[config.mk]
export PLATFORM = sky130hd
export DESIGN_NAME = fir_prog
export DESIGN_NICKNAME = d
export VERILOG_FILES = /design/src/rtl/fir_prog_pkg.sv /design/src/rtl/fir_prog_regs.sv /design/src/rtl/fir_prog.sv
export SDC_FILE = /design/constraint.sdc
export NUM_CORES = 1
export LEC_CHECK = 0
export BUFFER_PORTS_ARGS = -buffer_cell sky130_fd_sc_hd__buf_4
export CAP_MARGIN = 5
export CORE_ASPECT_RATIO = 2
export CORE_UTILIZATION = 40
export CTS_BUF_LIST = sky130_fd_sc_hd__clkbuf_16
export DETAILED_ROUTE_END_ITERATION = 10
export PLACE_DENSITY = 0.63
export SLEW_MARGIN = 20
export SYNTH_ARGS = -nofsm -noshare
export SYNTH_HDL_FRONTEND = slang
export SYNTH_SLANG_ARGS = --single-unit
[constraint.sdc]
create_clock -name clk -period 5.81 [get_ports clk]
set_clock_uncertainty 0.05 [all_clocks]
set_input_delay 0.8715 -clock clk [delete_from_list [all_inputs] [get_ports clk]]
set_output_delay 0.8715 -clock clk [all_outputs]
set_load 0.05 [all_outputs]
[src/rtl/fir_prog_pkg.sv]
// fir_prog_pkg: shared FSM state type, index-width helper and output narrowing.
// Latency: n/a (types and pure functions only).
// Backpressure: n/a. FIR_PROG_SAT_EN selects saturating narrowing; otherwise two's-complement wrap.
package fir_prog_pkg;

    typedef enum logic [1:0] {
        IDLE = 2'd0,
        MAC  = 2'd1,
        DONE = 2'd2
    } state_t;

    // Default tap count and the matching idx width; the modules derive their
    // own width from N_TAPS through idx_width().
    localparam int N_TAPS_DEF = 4;
    localparam int IDX_W_DEF  = $clog2(N_TAPS_DEF);

    function automatic int idx_width(input int n_taps);
        return (n_taps > 1) ? $clog2(n_taps) : 1;
    endfunction

    // Narrow a sign-extended value to bw_out signed bits. The result is
    // returned sign-extended to 64 bits; the caller keeps the low bw_out bits.
    function automatic logic signed [63:0] narrow(input logic signed [63:0] v,
                                                  input int bw_out);
`ifdef FIR_PROG_SAT_EN
        logic signed [63:0] hi;
        logic signed [63:0] lo;
        hi = (64'sd1 <<< (bw_out - 1)) - 64'sd1;
        lo = -(64'sd1 <<< (bw_out - 1));
        if (v > hi) begin
            return hi;
        end else if (v < lo) begin
            return lo;
        end else begin
            return v;
        end
`else
        // Drop the upper bits and re-sign-extend from bit bw_out-1.
        return (v <<< (64 - bw_out)) >>> (64 - bw_out);
`endif
    endfunction

endpackage

[src/rtl/fir_prog_regs.sv]
// fir_prog_regs: sample delay line and coefficient shift chain with an indexed read port.
// Latency: shifts take effect at the clock edge; the read port is combinational on idx.
// Backpressure: none; the shift strobes are qualified by the owning FSM.
//
// Ports: clk, rst (sync, active-low); x_shift/x_in push a sample into d[0];
// coef_shift/coef_in push a coefficient into coef[0]; idx selects d_rd/coef_rd.
module fir_prog_regs
    import fir_prog_pkg::*;
#(
    parameter int N_TAPS  = 4,
    parameter int BW_IN   = 4,
    parameter int BW_COEF = 4,
    parameter int IDX_W   = 2
) (
    input  logic                      clk,
    input  logic                      rst,
    input  logic                      x_shift,
    input  logic signed [BW_IN-1:0]   x_in,
    input  logic                      coef_shift,
    input  logic signed [BW_COEF-1:0] coef_in,
    input  logic        [IDX_W-1:0]   idx,
    output logic signed [BW_IN-1:0]   d_rd,
    output logic signed [BW_COEF-1:0] coef_rd
);

    logic signed [BW_IN-1:0]   d_line [N_TAPS];
    logic signed [BW_COEF-1:0] coef   [N_TAPS];

    always_ff @(posedge clk) begin
        if (!rst) begin
            for (int k = 0; k < N_TAPS; k++) begin
                d_line[k] <= '0;
                coef[k]   <= '0;
            end
        end else begin
            if (x_shift) begin
                d_line[0] <= x_in;
                for (int k = 1; k < N_TAPS; k++) begin
                    d_line[k] <= d_line[k-1];
                end
            end
            if (coef_shift) begin
                coef[0] <= coef_in;
                for (int k = 1; k < N_TAPS; k++) begin
                    coef[k] <= coef[k-1];
                end
            end
        end
    end

    assign d_rd    = d_line[idx];
    assign coef_rd = coef[idx];

endmodule

[src/rtl/fir_prog.sv]
// fir_prog: programmable-coefficient FIR, one shared MAC stepping one tap per cycle.
// Latency: sample accepted at E0, y_out/y_valid registered at E(N_TAPS+1).
// Backpressure: none; samples arriving while busy (or alongside coef_load) are dropped and set sticky overrun.
//
// Ports: clk; rst (sync, active-low); x_in/x_valid sample strobe; coef_in/coef_load
// coefficient shift strobe (IDLE only); y_out held result with one-cycle y_valid;
// busy = FSM not IDLE; overrun sticky dropped-sample flag.
// Build option: define FIR_PROG_SAT_EN for saturating output narrowing (default wraps).
module fir_prog
    import fir_prog_pkg::*;
#(
    parameter int N_TAPS    = 4,
    parameter int BW_IN     = 4,
    parameter int BW_COEF   = 4,
    parameter int BW_SUM    = 12,
    parameter int BW_OUT    = 8,
    parameter int OUT_SHIFT = 0
) (
    input  logic                      clk,
    input  logic                      rst,
    input  logic signed [BW_IN-1:0]   x_in,
    input  logic                      x_valid,
    input  logic signed [BW_COEF-1:0] coef_in,
    input  logic                      coef_load,
    output logic signed [BW_OUT-1:0]  y_out,
    output logic                      y_valid,
    output logic                      busy,
    output logic                      overrun
);

    localparam int IDX_W = idx_width(N_TAPS);
    localparam int PW    = BW_IN + BW_COEF;
    localparam logic [IDX_W-1:0] LAST_IDX = IDX_W'(N_TAPS - 1);

    state_t                    state;
    logic        [IDX_W-1:0]   idx;
    logic signed [BW_SUM-1:0]  acc;
    logic signed [BW_IN-1:0]   d_rd;
    logic signed [BW_COEF-1:0] coef_rd;
    logic signed [PW-1:0]      prod;
    logic                      x_shift;
    logic                      coef_shift;

    // Strobes only act in IDLE; coef_load wins over x_valid.
    assign coef_shift = (state == IDLE) && coef_load;
    assign x_shift    = (state == IDLE) && x_valid && !coef_load;

    fir_prog_regs #(
        .N_TAPS (N_TAPS),
        .BW_IN  (BW_IN),
        .BW_COEF(BW_COEF),
        .IDX_W  (IDX_W)
    ) u_regs (
        .clk       (clk),
        .rst       (rst),
        .x_shift   (x_shift),
        .x_in      (x_in),
        .coef_shift(coef_shift),
        .coef_in   (coef_in),
        .idx       (idx),
        .d_rd      (d_rd),
        .coef_rd   (coef_rd)
    );

    // Full-precision signed product; operands are sign-extended first.
    assign prod = PW'(d_rd) * PW'(coef_rd);

    always_ff @(posedge clk) begin
        if (!rst) begin
            state   <= IDLE;
            idx     <= '0;
            acc     <= '0;
            y_out   <= '0;
            y_valid <= 1'b0;
            busy    <= 1'b0;
            overrun <= 1'b0;
        end else begin
            y_valid <= 1'b0;
            case (state)
                IDLE: begin
                    if (x_valid) begin
                        if (coef_load) begin
                            overrun <= 1'b1;
                        end else begin
                            acc   <= '0;
                            idx   <= '0;
                            state <= MAC;
                            busy  <= 1'b1;
                        end
                    end
                end
                MAC: begin
                    if (x_valid) begin
                        overrun <= 1'b1;
                    end
                    // Accumulator wraps modulo 2^BW_SUM.
                    acc <= acc + BW_SUM'(prod);
                    idx <= idx + IDX_W'(1);
                    if (idx == LAST_IDX) begin
                        state <= DONE;
                    end
                end
                DONE: begin
                    if (x_valid) begin
                        overrun <= 1'b1;
                    end
                    y_out   <= BW_OUT'(narrow(64'(acc >>> OUT_SHIFT), BW_OUT));
                    y_valid <= 1'b1;
                    state   <= IDLE;
                    busy    <= 1'b0;
                end
                default: begin
                    state <= IDLE;
                    busy  <= 1'b0;
                end
            endcase
        end
    end

endmodule
==> flow_summary.ini, run 1 <==
[status]
run_status = completed

[finish]
final_design_instance_area_without_fill_um2 = 3750
area_growth_syn_to_layout_pct = 16.8
num-nets-final = 334
final_layout_size_suffix_gt1_share_pct = 15.4
instances_no_fill = 387
postLayoutCoreUtil_pct = 49.0
antenna_cells = 0

[synthesis]
dominantRegCellSynth = edfxtp_1
synth_area_per_cell_um2 = 12.1
mappedNetlistNets = 311
synth_edf_count = 32
async_flop_share_pct = 0
yosys_register_bits = 57
synth.yosys.warnings = 0
synth.yosys.seq_area_share_pct = 45.5
synth_cell_type_count = 34
synthCells = 265
syn_area_um2 = 3210

[routing]
dr_total_vias = 1938
average_vias_per_placed_instance = 5.01
detail_route.first_pass.iterations = 4
route.final.wire_length_um = 5720
drt_antenna_net_count = 0
post_drt_wl_per_cell_um = 14.8
drt_drc_violations_left = 0
drt_iter0_markers = 60

[floorplanning]
top_level_ports = 23
die-width_um = 65.4
design.core.area_um2 = 7660
die_h_um = 129
die_area_um2 = 8410
start_util_pct = 41.9
row_count = 45

[setup_path]
arrival_ns = 4.90
worstSetupEndpointType = flop
critical_path.slowest_cell = mux4_1
cp_max_fo = 8
most_repeated_library_cell_on_the_critical_path = fa_1
cp-start-kind = flop
cp_slowest_stage_delay_ns = 0.66
worstPathCellList = mux4_1 > nand2b_1 > fa_1 > fa_1 > fa_1 > inv_1 > ha_1 > a21o_1 > a21oi_2 > o21ai_0 > or4bb_1 > o211ai_1
required_ns = 6.01
timing_worst_setup_path_type = reg2reg

[pwr]
p_total_mw = 1.12
vdd.ir_drop.worst_mv = 0.268
leakagePower_nw = 1.62
cellPowerDensity_nw_per_um2 = 299

[global_route]
grt_start_max_net_pins = 30
global_route_wire_length_before_repair_um = 9630
grt_antenna_before_repair = 0
via_count_of_the_first_global_routing_pass = 2077
groute.usage.overall_pct = 15.8
globalRouteOverflowTotal = 0

[sta]
timing.fmax_mhz = 212
finalCriticalPeriod_ns = 4.71
total_negative_setup_slacks_ns = 0
max_slew_margin_pct = 40.4
report.final.setup_viol = 0
worst_slack_ns = 1.10
min_period_over_period_pct = 81.0
final_slew_viol_count = 0
setup_repair_after_global_routing_missed_its_margin = no
hold_viol_final = 0
actual_slew_at_the_worst_max_slew_pin_ns = 0.870
fin_worst_hold_slack_ns = 0.437

[worst_hold_path]
min-delay-start = overrun
worst_hold_path_type = reg2reg

[place]
placed_cells_incl_taps = 371
postPlaceCellArea_um2 = 3450
place_congestion = 0.809
port_buffer_count = 22
hpwl_um = 4380
dp_slack_ns = 1.08

[cts]
postCtsResizedCells = 0
clock-root-buffer = clkbuf_16
insertion_delay_ns = 0.32
clkSinkCount = 57
cts_inserted_buffers = 9
holdBufCountCts = 0
cts.reportedPaths.clkPinSlew_ns = 0.05
h_tree_depth = 3
post_cts_buffers = 0
tritoncts = yes
max_clock_buf_depth = 2

[flow_run]
max_cap_violations = 0
==> Yosys cell counts, types with 6 or more instances <==
cell	instances	area, um^2
a22oi_1	8	60.1
mux4_1	6	158
nand2_1	8	30.0
and2_1	41	257
dfxtp_1	25	500
fa_1	14	280
clkbuf_1	8	30.0
inv_1	32	120
edfxtp_1	32	961
mux2i_1	10	100
ha_1	20	250
nor2b_1	22	138
==> path summary, 6_finish.rpt <==
kind	slack [ns]	cells after the start	to
hold / removal	0.44	2	overrun
setup reg to reg	1.10	12	acc[7]
hold reg to reg	0.44	2	overrun
setup / recovery	1.10	12	acc[7]
==> kinds of logic after synthesis <==
kind of cell / Yosys count / synth area share, %
AO/OA/AOI/OAI: 22 / 4.75
adder cells (fa/ha/maj): 34 / 16.5
AND/OR/NAND/NOR: 83 / 15.6
flip-flops: 57 / 45.5
buffers and inverters: 42 / 5.18
XOR/XNOR: 8 / 2.65
multiplexers: 19 / 9.78
==> routing by layer <==
| layer | vias to the layer above | GRT usage, % | part of all wire (%) |
|---|---|---|---|
| li1 | 945 | - | - |
| met3 | 14 | 4.17 | 2.2 |
| met2 | 21 | 29.1 | 58 |
| met1 | 958 | 15.2 | 36 |
| met5 | - | 0 | 0 |
| met4 | 0 | 9.46 | 3.0 |
==> cell usage in the layout, fill, tap and decap left out <==
| cell type | count |
|---|---|
| clkinv_2 | 1 |
| mux2i_1 | 10 |
| inv_1 | 34 |
| inv_4 | 1 |
| nand3_1 | 1 |
| nand2_1 | 8 |
| nand4_1 | 1 |
| o221a_2 | 1 |
| nor2b_1 | 22 |
| nand2_2 | 1 |
| mux4_2 | 2 |
| o211a_1 | 1 |
| nand2b_1 | 2 |
| xor2_1 | 2 |
| ha_1 | 20 |
| o21ai_0 | 4 |
| buf_4 | 22 |
| nor2_1 | 2 |
| or4bb_1 | 1 |
| dfxtp_1 | 25 |
| mux4_1 | 6 |
| a21o_1 | 2 |
| edfxtp_1 | 32 |
| and3_1 | 2 |
| a21oi_1 | 4 |
| clkinvlp_4 | 1 |
| fa_1 | 14 |
| and2_2 | 2 |
| mux2_2 | 1 |
| o211ai_1 | 1 |
| xnor3_2 | 1 |
| a22oi_1 | 8 |
| and2_1 | 41 |
| a21oi_2 | 1 |
| xnor2_1 | 5 |
| clkbuf_16 | 11 |
==> layout make-up <==
| class | instances | area [um^2] |
|---|---|---|
| flip-flops and latches | 57 | 1460 |
| clock inverters | 5 | 26.3 |
| well taps | 94 | 118 |
| repair buffers | 22 | 165 |
| clock buffers | 11 | 275 |
| inverters | 32 | 120 |
| multi-input cells | 166 | 1580 |
| fillers | 737 | 3910 |
==> sequential cells by signal (all words and copies together), names as in the netlist, named ones only <==
signal and count:
busy 1, idx 2, state 2, overrun 1, acc 8, u_regs.coef 16, u_regs.d_line 16, y_out 8
y_valid 1
==> critical path, delay by kind of cell, from the launching register on <==
family	cells	cell delay, ns
flops	1	0.57
simple gates	2	0.72
mux	1	0.66
fa+ha+maj	4	1.89
compound gates	4	0.66
buf+inv	1	0.07
==> power by group <==
group	leakage, nW	switching, mW	total, mW	internal (mW)
combinational	0.918	0.0851	0.153	0.0676
sequential	0.547	0.0110	0.460	0.449
clock	0.155	0.173	0.509	0.336
total	1.62	0.269	1.12	0.852
(Power assumes the default switching activity.)
==> inputs of run 2 (changes only) <==
==> constraint.sdc (replaced) <==
create_clock -name clk -period 4.8 [get_ports clk]
set_clock_uncertainty 0.05 [all_clocks]
set_input_delay 0.72 -clock clk [delete_from_list [all_inputs] [get_ports clk]]
set_output_delay 0.72 -clock clk [all_outputs]
set_load 0.05 [all_outputs]
==> run 2 against run 1 <==
Compared with the run above:
- clock-buffer cell count fell by 1
- largest cell class unchanged
- largest power group unchanged
- via count rose by 0.15%
- global-route usage barely moved
- final cell count rose by 0.26%
- first-iteration DRC count fell by 47%
==> flow_summary.ini, run 2 (same netlist as run 1, synthesis figures left out) <==
[status]
run_status = completed

[finish]
mostFrequentLayoutCells = 41 x and2_1, 35 x inv_1, 32 x edfxtp_1
final_layout_size_suffix_gt1_share_pct = 15.0
mostFrequentLayoutCell = and2_1
postLayoutCoreUtil_pct = 48.7
largest_registers = u_regs.coef: 16 flops, u_regs.d_line: 16 flops
antenna_cells = 0
area_growth_syn_to_layout_pct = 16.2
num-nets-final = 335

[cts]
tritoncts = yes
max_clock_buf_depth = 2
post_cts_buffers = 0
h_tree_depth = 3
postCtsResizedCells = 0
insertion_delay_ns = 0.33
clock-root-buffer = clkbuf_16
cts_inserted_buffers = 9
cts.reportedPaths.clkPinSlew_ns = 0.05
clkSinkCount = 57
holdBufCountCts = 0

[sta]
total_negative_setup_slacks_ns = 0
report.final.setup_viol = 0
max_slew_margin_pct = 45.2
hold_viol_final = 0
min_period_over_period_pct = 94.0
final_slew_viol_count = 0
timing.fmax_mhz = 222
setup_repair_after_global_routing_missed_its_margin = no
actual_slew_at_the_worst_max_slew_pin_ns = 0.799
finalCriticalPeriod_ns = 4.51

[pwr]
power.combinational.fraction_pct = 14.2
sw_frac_of_total_pct = 24.6
internal_power_mw = 0.996
cellPowerDensity_nw_per_um2 = 354
leakagePower_nw = 1.62
p_total_mw = 1.32
clock_power_share_pct = 43.7
vdd.ir_drop.worst_mv = 0.278
net-switching-power_mw = 0.325
seq_pwr_share_pct = 42.1

[flow_run]
max_cap_violations = 0

[setup_path]
arrival_ns = 4.71
cp_max_fo = 8
timing.critical_path.depth = 13
worstPathCellList = buf_4 > mux4_1 > nand2b_1 > fa_1 > fa_1 > fa_1 > inv_1 > ha_1 > a21o_1 > a21oi_2 > o21ai_0 > or4bb_1 > o211ai_1
crit_buf_inv = 2
timing.reg2reg.worst_path_depth = 13
worstSetupEndpointType = flop
timing_worst_setup_path_type = reg2reg
cp-start-kind = flop
required_ns = 5.00
critical_path.slowest_cell = mux4_1
cp_delay_by_family_top = adder cells
most_repeated_library_cell_on_the_critical_path = fa_1
cp_slowest_stage_delay_ns = 0.61

[place]
port_buffer_count = 22
place_congestion = 0.810
hpwl_um = 4350

[worst_hold_path]
worst_hold_path_type = reg2reg
timing.hold.worst_path_depth = 2
min-delay-start = overrun

[routing]
post_drt_wl_per_cell_um = 15.1
route.final.wire_length_um = 5850
drt_antenna_net_count = 0
average_vias_per_placed_instance = 5.00
drt_drc_violations_left = 0
drt_iter0_markers = 32
detail_route.first_pass.iterations = 4
dr_total_vias = 1941

[floorplanning]
die_h_um = 129
start_util_pct = 41.9
row_count = 45
top_level_ports = 23
die-width_um = 65.4
die_area_um2 = 8410
design.core.area_um2 = 7660

[global_route]
grt_start_max_net_pins = 30
global_route_wire_length_before_repair_um = 9590
groute.usage.overall_pct = 15.9
globalRouteOverflowTotal = 0
via_count_of_the_first_global_routing_pass = 2038
grt_antenna_before_repair = 0
## run 2: cell count changes in the layout (fill, tap and decap cells not counted), sizes merged
cell      change
buf           +1
clkbuf        -1
clkinv        +2
clkinvlp      -1
## run 2: through the flow
stage | cells | instance area [um^2] | hold slack [ns] | setup WS (ns)
6_report | 388 | 3730 | 0.436 | 0.290
5_1_grt | 388 | 3730 | 0.496 | 0.0781
4_1_cts | 388 | 3730 | 0.443 | 0.261
3_5_place_dp | 372 | 3450 | 0.428 | 0.249
3_3_place_gp | 372 | 3450 | 0.428 | 0.381
2_1_floorplan | 265 | 3210 | 0.412 | 0.559
## run 2: layout make-up
type	count	area, um^2
Inverter	32	120
Clock buffer	10	250
Clock inverter	6	25.0
Fill cell	741	3930
Tap cell	94	118
Multi-Input combinational cell	166	1580
Timing Repair Buffer	23	173
Sequential cell	57	1460
## run 2: routing by layer
metal / GRT usage, % / vias up / part of all wire, %
met4: 11.1 / 0 / 3.6
met5: 0 / - / 0
li1: - / 944 / -
met3: 3.55 / 12 / 2.2
met2: 28.8 / 22 / 57
met1: 15.2 / 963 / 37
## run 2: worst reg2reg max path, delay by kind of cell (launching register included)
family	cells	cell delay (ns)
flops	1	0.30
buf+inv	2	0.25
mux	1	0.61
compound gates	4	0.64
simple gates	2	0.69
fa+ha+maj	4	1.89
## run 2: final timing paths
kind	endpoint	slack, ns
max	acc[7]	0.29
min	overrun	0.44
max reg2reg	acc[7]	0.29
min reg2reg	overrun	0.44
## run 2: power by group through the flow
stage,sequential [mW],clock [mW],combinational (mW)
global placement,0.564,0,0.188
global route,0.558,0.605,0.213
detailed placement,0.565,0,0.192
floorplan,0.563,0,0.142
finish,0.556,0.578,0.187
CTS,0.556,0.585,0.193
